<file path="src/rtl/clk_div_ratio_ctrl_if.sv">
// Config and output bundle for clk_div_ratio_ctrl.
// The master side issues ratio requests and the run level; the slave side is the divider.
interface clk_div_ratio_ctrl_if #(
  parameter int W = 8
);
  logic         en;
  logic         cfg_valid;
  logic [W-1:0] cfg_div;
  logic         cfg_ready;
  logic         cfg_err;
  logic         clk_out;
  logic         tick;
  logic         busy;
  logic [W-1:0] cur_div;

  modport master (
    output en, cfg_valid, cfg_div,
    input  cfg_ready, cfg_err, clk_out, tick, busy, cur_div
  );

  modport slave (
    input  en, cfg_valid, cfg_div,
    output cfg_ready, cfg_err, clk_out, tick, busy, cur_div
  );
endinterface

</file>
<file path="src/rtl/clk_div_ratio_ctrl.sv">
// Programmable integer clock divider with a glitch-free ratio/enable controller.
// Ratio changes and stops take effect only on output-period boundaries.
module clk_div_ratio_ctrl #(
  parameter int W       = 8,
  parameter int DEF_DIV = 4
) (
  input  logic                 clk,
  input  logic                 rst,
  clk_div_ratio_ctrl_if.slave  bus
);

  typedef enum logic [1:0] {
    IDLE = 2'd0,
    RUN  = 2'd1,
    PEND = 2'd2
  } state_t;

  localparam logic [W-1:0] ONE   = W'(1);
  localparam logic [W-1:0] TWO   = W'(2);
  localparam logic [W-1:0] DEF_N = W'(DEF_DIV);

  state_t       state_q;
  logic [W-1:0] cnt_q;
  logic [W-1:0] cur_div_q;
  logic [W-1:0] shadow_q;
  logic         clk_out_q;
  logic         tick_q;
  logic         err_q;

  logic         cfg_ready;
  logic         xfer;
  logic         legal;
  logic         last;
  logic [W-1:0] cnt_inc;
  logic [W-1:0] half_div;

  // Handshake qualification and period-boundary detection, all in W bits.
  always_comb begin
    cfg_ready = (state_q != PEND);
    xfer      = bus.cfg_valid && cfg_ready;
    legal     = (bus.cfg_div >= TWO);
    last      = (cnt_q == (cur_div_q - ONE));
    cnt_inc   = cnt_q + ONE;
    half_div  = cur_div_q >> 1;
  end

  // Controller FSM with counter and registered outputs.
  // Every entry into cnt=0 of a running period drives clk_out=1 directly:
  // 0 < N>>1 always holds because N>=2.
  always_ff @(posedge clk or posedge rst) begin
    if (rst) begin
      state_q   <= IDLE;
      cnt_q     <= '0;
      cur_div_q <= DEF_N;
      shadow_q  <= '0;
      clk_out_q <= 1'b0;
      tick_q    <= 1'b0;
      err_q     <= 1'b0;
    end else begin
      err_q  <= xfer && !legal;
      tick_q <= 1'b0;
      case (state_q)
        IDLE: begin
          cnt_q <= '0;
          if (xfer && legal) cur_div_q <= bus.cfg_div;
          if (bus.en) begin
            state_q   <= RUN;
            clk_out_q <= 1'b1;
            tick_q    <= 1'b1;
          end else begin
            clk_out_q <= 1'b0;
          end
        end
        RUN, PEND: begin
          if (last) begin
            if (state_q == PEND)    cur_div_q <= shadow_q;
            else if (xfer && legal) cur_div_q <= bus.cfg_div;
            cnt_q <= '0;
            if (bus.en) begin
              state_q   <= RUN;
              clk_out_q <= 1'b1;
              tick_q    <= 1'b1;
            end else begin
              state_q   <= IDLE;
              clk_out_q <= 1'b0;
            end
          end else begin
            cnt_q     <= cnt_inc;
            clk_out_q <= (cnt_inc < half_div);
            if (state_q == RUN && xfer && legal) begin
              state_q  <= PEND;
              shadow_q <= bus.cfg_div;
            end
          end
        end
        default: begin
          state_q   <= IDLE;
          cnt_q     <= '0;
          clk_out_q <= 1'b0;
        end
      endcase
    end
  end

  assign bus.cfg_ready = cfg_ready;
  assign bus.cfg_err   = err_q;
  assign bus.clk_out   = clk_out_q;
  assign bus.tick      = tick_q;
  assign bus.busy      = (state_q != IDLE);
  assign bus.cur_div   = cur_div_q;

endmodule

</file>
<file path="src/flat_wrapper.sv">
// flat-port wrapper written by rule: the top's interface ports become plain ports
module clk_div_ratio_ctrl_flat 
#(
  parameter int W       = 8,
  parameter int DEF_DIV = 4
)
  (clk, rst, bus_en, bus_cfg_valid, bus_cfg_div, bus_cfg_ready, bus_cfg_err, bus_clk_out, bus_tick, bus_busy, bus_cur_div);
  clk_div_ratio_ctrl_if #(.W(W)) bus_i ();
  input  logic clk;
  input  logic rst;
  input wire logic [$bits(bus_i.en)-1:0] bus_en;
  input wire logic [$bits(bus_i.cfg_valid)-1:0] bus_cfg_valid;
  input wire logic [$bits(bus_i.cfg_div)-1:0] bus_cfg_div;
  output wire logic [$bits(bus_i.cfg_ready)-1:0] bus_cfg_ready;
  output wire logic [$bits(bus_i.cfg_err)-1:0] bus_cfg_err;
  output wire logic [$bits(bus_i.clk_out)-1:0] bus_clk_out;
  output wire logic [$bits(bus_i.tick)-1:0] bus_tick;
  output wire logic [$bits(bus_i.busy)-1:0] bus_busy;
  output wire logic [$bits(bus_i.cur_div)-1:0] bus_cur_div;
  assign bus_i.en = bus_en;
  assign bus_i.cfg_valid = bus_cfg_valid;
  assign bus_i.cfg_div = bus_cfg_div;
  assign bus_cfg_ready = bus_i.cfg_ready;
  assign bus_cfg_err = bus_i.cfg_err;
  assign bus_clk_out = bus_i.clk_out;
  assign bus_tick = bus_i.tick;
  assign bus_busy = bus_i.busy;
  assign bus_cur_div = bus_i.cur_div;
  clk_div_ratio_ctrl #(.W(W), .DEF_DIV(DEF_DIV)) u_core (.clk(clk), .rst(rst), .bus(bus_i));
endmodule
</file>
<file path="config.mk">
export PLATFORM = sky130hd
export DESIGN_NAME = clk_div_ratio_ctrl_flat
export DESIGN_NICKNAME = d
export VERILOG_FILES = /design/src/rtl/clk_div_ratio_ctrl_if.sv /design/src/rtl/clk_div_ratio_ctrl.sv /design/src/flat_wrapper.sv
export SDC_FILE = /design/constraint.sdc
export NUM_CORES = 1
export LEC_CHECK = 0
export CAP_MARGIN = 0
export CORE_UTILIZATION = 59
export CTS_BUF_LIST = sky130_fd_sc_hd__clkbuf_8 sky130_fd_sc_hd__clkbuf_16
export CTS_CLUSTER_DIAMETER = 30
export DETAILED_ROUTE_END_ITERATION = 16
export PLACE_DENSITY = 0.85
export SLEW_MARGIN = 0
export SYNTH_ARGS = -nofsm -noshare
export SYNTH_HDL_FRONTEND = slang
export SYNTH_SLANG_ARGS = --single-unit
</file>
<file path="constraint.sdc">
create_clock -name clk -period 6.7 [get_ports clk]
set_clock_uncertainty 0.05 [all_clocks]
set_input_delay 0.67 -clock clk [delete_from_list [all_inputs] [get_ports clk]]
set_output_delay 0.67 -clock clk [all_outputs]
set_load 0.02 [all_outputs]
</file>
# Word-level counts from Yosys, hierarchy flattened
# Index checks and enable logic that the tools add are counted.
[word_totals]
input_bits = 12
reg_bits = 29
elab_cells = 48
out_inout_bits = 13
[classes]
n_reduce_logical = 13
bitwise = 1
add_sub_neg = 2
magnitude_cmp = 2
muxes = 16
n_eq_ne = 7
[op_table]
columns = ["operator", "n"]
rows = [
  ["8-bit 2-to-1 mux", 5],
  ["8-bit one-hot mux with 2 select lines", 1],
  ["8-bit by 1-bit adder with 8-bit output (second input constant)", 1],
  ["8-bit equality test", 1],
  ["8-bit by 2-bit greater-or-equal comparator with 1-bit output (second input constant)", 1],
  ["8-bit by 7-bit less-than comparator with 1-bit output", 1],
  ["8-bit by 1-bit subtractor with 8-bit output (second input constant)", 1],
  ["2-bit 2-to-1 mux", 3],
  ["1-bit logical AND", 5],
  ["1-bit 2-to-1 mux", 4],
  ["2-bit != test (second input constant)", 2],
  ["1-bit one-hot mux with 2 select lines", 2],
  ["2-bit one-hot mux with 2 select lines", 1],
  ["2-bit AND reduction", 2],
  ["2-bit nonzero test", 2],
  ["3-bit by 1-bit != test with 1-bit output (second input constant)", 1],
  ["3-bit AND reduction", 1],
  ["2-bit by 1-bit equality test with 1-bit output (second input constant)", 1],
  ["2-bit equality test (second input constant)", 1],
  ["2-bit logical NOT", 1],
  ["2-bit by 1-bit != test with 1-bit output (second input constant)", 1],
  ["2-bit OR reduction", 1],
  ["1-bit logical NOT", 1],
  ["1-bit inverter", 1],
]

# Longest topological paths before layout
[logic_depth]
word_depth = 7
depth_mapped = 9
mapped_depth_nobuf = 8

# Worst setup path after synthesis
# Ideal clock, no wire load.
[synth_timing]
path_kind = "register -> register"
start = "register u_core.cur_div_q[0], in the netlist u_core.bus.cur_div[0]"
end = "register u_core.shadow_q[0]"
n_path_buf = 0
stages_incl_launch_ff = 9
required_ns = 6.525
slack_ns = 4.226
arrival_time_ns = 2.299
synth_period_minus_slack_ns = 2.474
setup_ns = 0.125
cell_sequence = "dfrtp_1 inv_1 ha_1 and2_1 a211o_1 a31oi_1 a311oi_4 nor2_2 mux2_2"
[synth_via]
elab_chain_cells = 4
[synth_lines]
columns = ["element", "line", "source"]
rows = [
  ["start, declared", "clk_div_ratio_ctrl.sv:24", "logic [W-1:0] cur_div_q;"],
  ["start signal, assigned", "clk_div_ratio_ctrl.sv:65", "if (xfer && legal) cur_div_q <= bus.cfg_div;"],
  ["start signal, assigned", "clk_div_ratio_ctrl.sv:76", "if (state_q == PEND) cur_div_q <= shadow_q;"],
  ["start signal, assigned", "clk_div_ratio_ctrl.sv:77", "else if (xfer && legal) cur_div_q <= bus.cfg_div;"],
  ["8-bit by 1-bit subtractor with 8-bit output", "clk_div_ratio_ctrl.sv:42", "last = (cnt_q == (cur_div_q - ONE));"],
  ["8-bit equality test", "clk_div_ratio_ctrl.sv:42", ""],
  ["1-bit inverter (no line)", "-", ""],
  ["3-bit AND reduction (no line)", "-", ""],
  ["end signal, assigned", "clk_div_ratio_ctrl.sv:92", "shadow_q <= bus.cfg_div;"],
  ["end, declared", "clk_div_ratio_ctrl.sv:25", "logic [W-1:0] shadow_q;"],
]
# Every way passes these cells.
# A chain may end at the register's enable or synchronous reset.

# Final worst setup path
[layout_timing]
start = "input port bus_cfg_valid"
end = "register u_core.shadow_q[3]"
[layout_via]
elab_chain_cells = 4
[layout_lines]
columns = ["element", "line", "source"]
rows = [
  ["start, declared", "flat_wrapper.sv:12", "input wire logic [$bits(bus_i.cfg_valid)-1:0] bus_cfg_valid;"],
  ["1-bit logical AND", "clk_div_ratio_ctrl.sv:40", "xfer = bus.cfg_valid && cfg_ready;"],
  ["1-bit logical AND (2 in series)", "clk_div_ratio_ctrl.sv:90", "if (state_q == RUN && xfer && legal) begin"],
  ["3-bit AND reduction (no line)", "-", ""],
]
# Every way passes these cells.

==> impl_metrics.ini <==
[outcome]
status = complete, but fails checks
violations = DRC

[logic_synthesis]
synthMuxAreaShare = 0.0490
yosys_warnings = 0
synth_flop_cell = dfrtp_1
yosys.area_share.simple = 0.182
syn_avg_cell_area_um2 = 9.78
synth_seq_cells = 29
synthAdderAreaFrac = 0.0817
yosysTopAreaCell = dfrtp_1
synth_top_family_by_area = compound AO/OA/AOI/OAI gates
synthXorXnorAreaFrac = 0.0667
synth-edff-count = 0
synth-async-reset-ratio = 1.00
synthTopCellsByArea = dfrtp_1 (38%), ha_1 (8.2%), mux2_2 (4.9%), a22o_1 (3.8%), xnor2_1 (3.8%)
synthesis.area_um2 = 1840
syn_inst = 188
yosysSeqAreaShare = 0.396
synth-compound-area-share = 0.183
synth.net_count = 212
yosys.cell_types.count = 41
synth_top_area_share = 0.381

[floorplanning]
num_rows = 19
die_area_um2 = 3340
initial_utilization = 0.644
fp.dieW_um = 57.8
core_area_um2 = 2850
die_h_um = 57.8
num_io_pins = 25

[global_routing]
track_usage = 0.287
grt_pass1_wl_mm = 7.16
gr-total-overflow = 0
antenna_found_initial = 0
grt_pass1_vias = 1507
grt_max_degree = 30

[hold_path]
hp-class = reg2reg

[clocking]
cts_tree = done
ctsResizeCount = 0
root_buffer = clkbuf_8
clock_latency_ps = 290
ctsHoldBuffers = 0
post_cts_buffers = 0
cts_buffers = 5
htree_levels = 2
clock-sinks = 29
cts.path.max_buffers = 2
clk_pin_slew_ps = 70

[job]
cap_violations = 0

[cells_and_area]
diodes = 0
area_growth_pct = 18.3
fin_cells = 245
final_cell_mix = dfrtp_1 (28), clkdlybuf4s50_1 (24), inv_1 (15)
final_common_cell = dfrtp_1
fin_nets = 237
drive_above_1_share = 0.107
fin_util = 0.762

[setup_path]
cpPeakStageDelay_ps = 610
critPathTopFamily = simple AND/OR/NAND/NOR gates
cp_cell_sequence = clkdlybuf4s50_1 > nor2b_1 > a21boi_0 > and2_1 > nand2_1 > nor2_2 > mux2_2
worst-path-max-fanout = 8
endpoint_kind = flip-flop
crit_type = in2reg
cp.arrival_ps = 3000
path_buf_inv = 1
start_kind = input pin
cp.required_ps = 6810
crit_slowest_cell = clkdlybuf4s50_1

[routing]
vias_per_cell = 6.31
top_layer = met4
wl_met3_um = 248
post_drt_wl_per_cell_um = 17.5
vias = 1547
drt-met1-wl_mm = 1.83
wl_met2_mm = 2.12
firstDrtPassIters = 10
drt_iter0_drc = 134
routed_wl_mm = 4.29
drc = 2
ant_nets = 0

[power_and_ir_drop]
p_leak_nw = 0.970
ir_drop_v = 0.000293
power_density_nw_per_um2 = 467

[timing]
tns_ps = 0
slew_viol_final = 0
period_share = 0.430
max_freq_mhz = 347
max_slew_margin = 0.264
rsz0062_at_grt = no
tightest_slew_ps = 1100
fin_hold_ws_ps = 465
setup_viol = 0
fin_crit_ps = 2880
hold_violations = 0

[place]
portBuffers = 24
globalplace.congestion = 0.822
dp_cells = 237
dpl.hpwl_mm = 3.11
[metal layers]
layer / global-route usage / vias to the layer above
met5: 0 / -
met4: 0.102 / 0
met3: 0.0647 / 13
met2: 0.481 / 69
met1: 0.363 / 751
li1: - / 714
[worst reg2reg max path, stage by stage (launching register included)]
cell      delay [ps]
dfrtp_1          410
inv_1            100
ha_1             400
nor2b_1          250
a21boi_0         420
and2_1           220
nand2_1           70
nor2_2           380
mux2_2           400
[sequential cells by signal, indices dropped and copies added, names as in the netlist]
| signal | cells |
|---|---|
| u_core.shadow_q | 8 |
| u_core.bus.cur_div | 8 |
| u_core.state_q | 2 |
| u_core.bus.clk_out | 1 |
| u_core.bus.tick | 1 |
| u_core.bus.cfg_err | 1 |
| u_core.cnt_q | 8 |
[per-stage QoR]
stage                     power [mW]  area (µm²)  setup WS, ps
final                           1.02        2170          3820
after global routing            1.08        2170          3700
after CTS                       1.01        2170          3880
after detailed placement       0.865        2090          3580
after global placement         0.835        2090          3710
after floorplan                0.699        1840          4230
[power by group]
part	total [mW]	switching, mW	internal [mW]	leakage, nW
Combinational	0.556	0.313	0.243	0.553
Sequential	0.322	0.0784	0.243	0.368
Clock	0.138	0.0678	0.0702	0.0491
[Yosys cell counts (all sizes together), types with 3 or more instances]
cell type and count:
and3 3, o21ai 9, inv 14, o211ai 3, mux2 8, xnor2 8, nor2b 9, ha 12
clkbuf 4, nand3 13, xor2 6, o2111ai 3, nor3 4, a21o 3, nand2 13, a22o 8
nor2 11, a21oi 4, dfrtp 28
[worst paths after layout]
check	start	endpoint	slack, ps	cells after the start
worst max-delay path	bus_cfg_valid	u_core.shadow_q[3]	3820	7
max in group asynchronous	rst	u_core.cnt_q[2]	5020	2
worst min-delay path	u_core.shadow_q[5]	u_core.shadow_q[5]	460	1
worst min register to register	u_core.shadow_q[5]	u_core.shadow_q[5]	460	1
worst max register to register	u_core.state_q[0]	u_core.shadow_q[3]	3880	8
min in group asynchronous	rst	u_core.state_q[1]	910	2
[cell type report]
cell class | count | area [µm²]
Sequential cell | 29 | 727
Multi-Input combinational cell | 139 | 1030
Fill cell | 198 | 678
Clock buffer | 5 | 68.8
Tap cell | 31 | 38.8
Clock inverter | 3 | 13.8
Timing Repair Buffer | 24 | 240
Inverter | 14 | 52.6
[kinds of logic (layout without fill, tap and decap cells)]
logic type | after synthesis | after routing
buf+inv | 20 | 46
mux | 8 | 8
fa+ha+maj | 12 | 12
flops | 29 | 29
xor+xnor | 14 | 14
compound gates | 42 | 42
simple gates | 63 | 63
(Power assumes the default switching activity.)
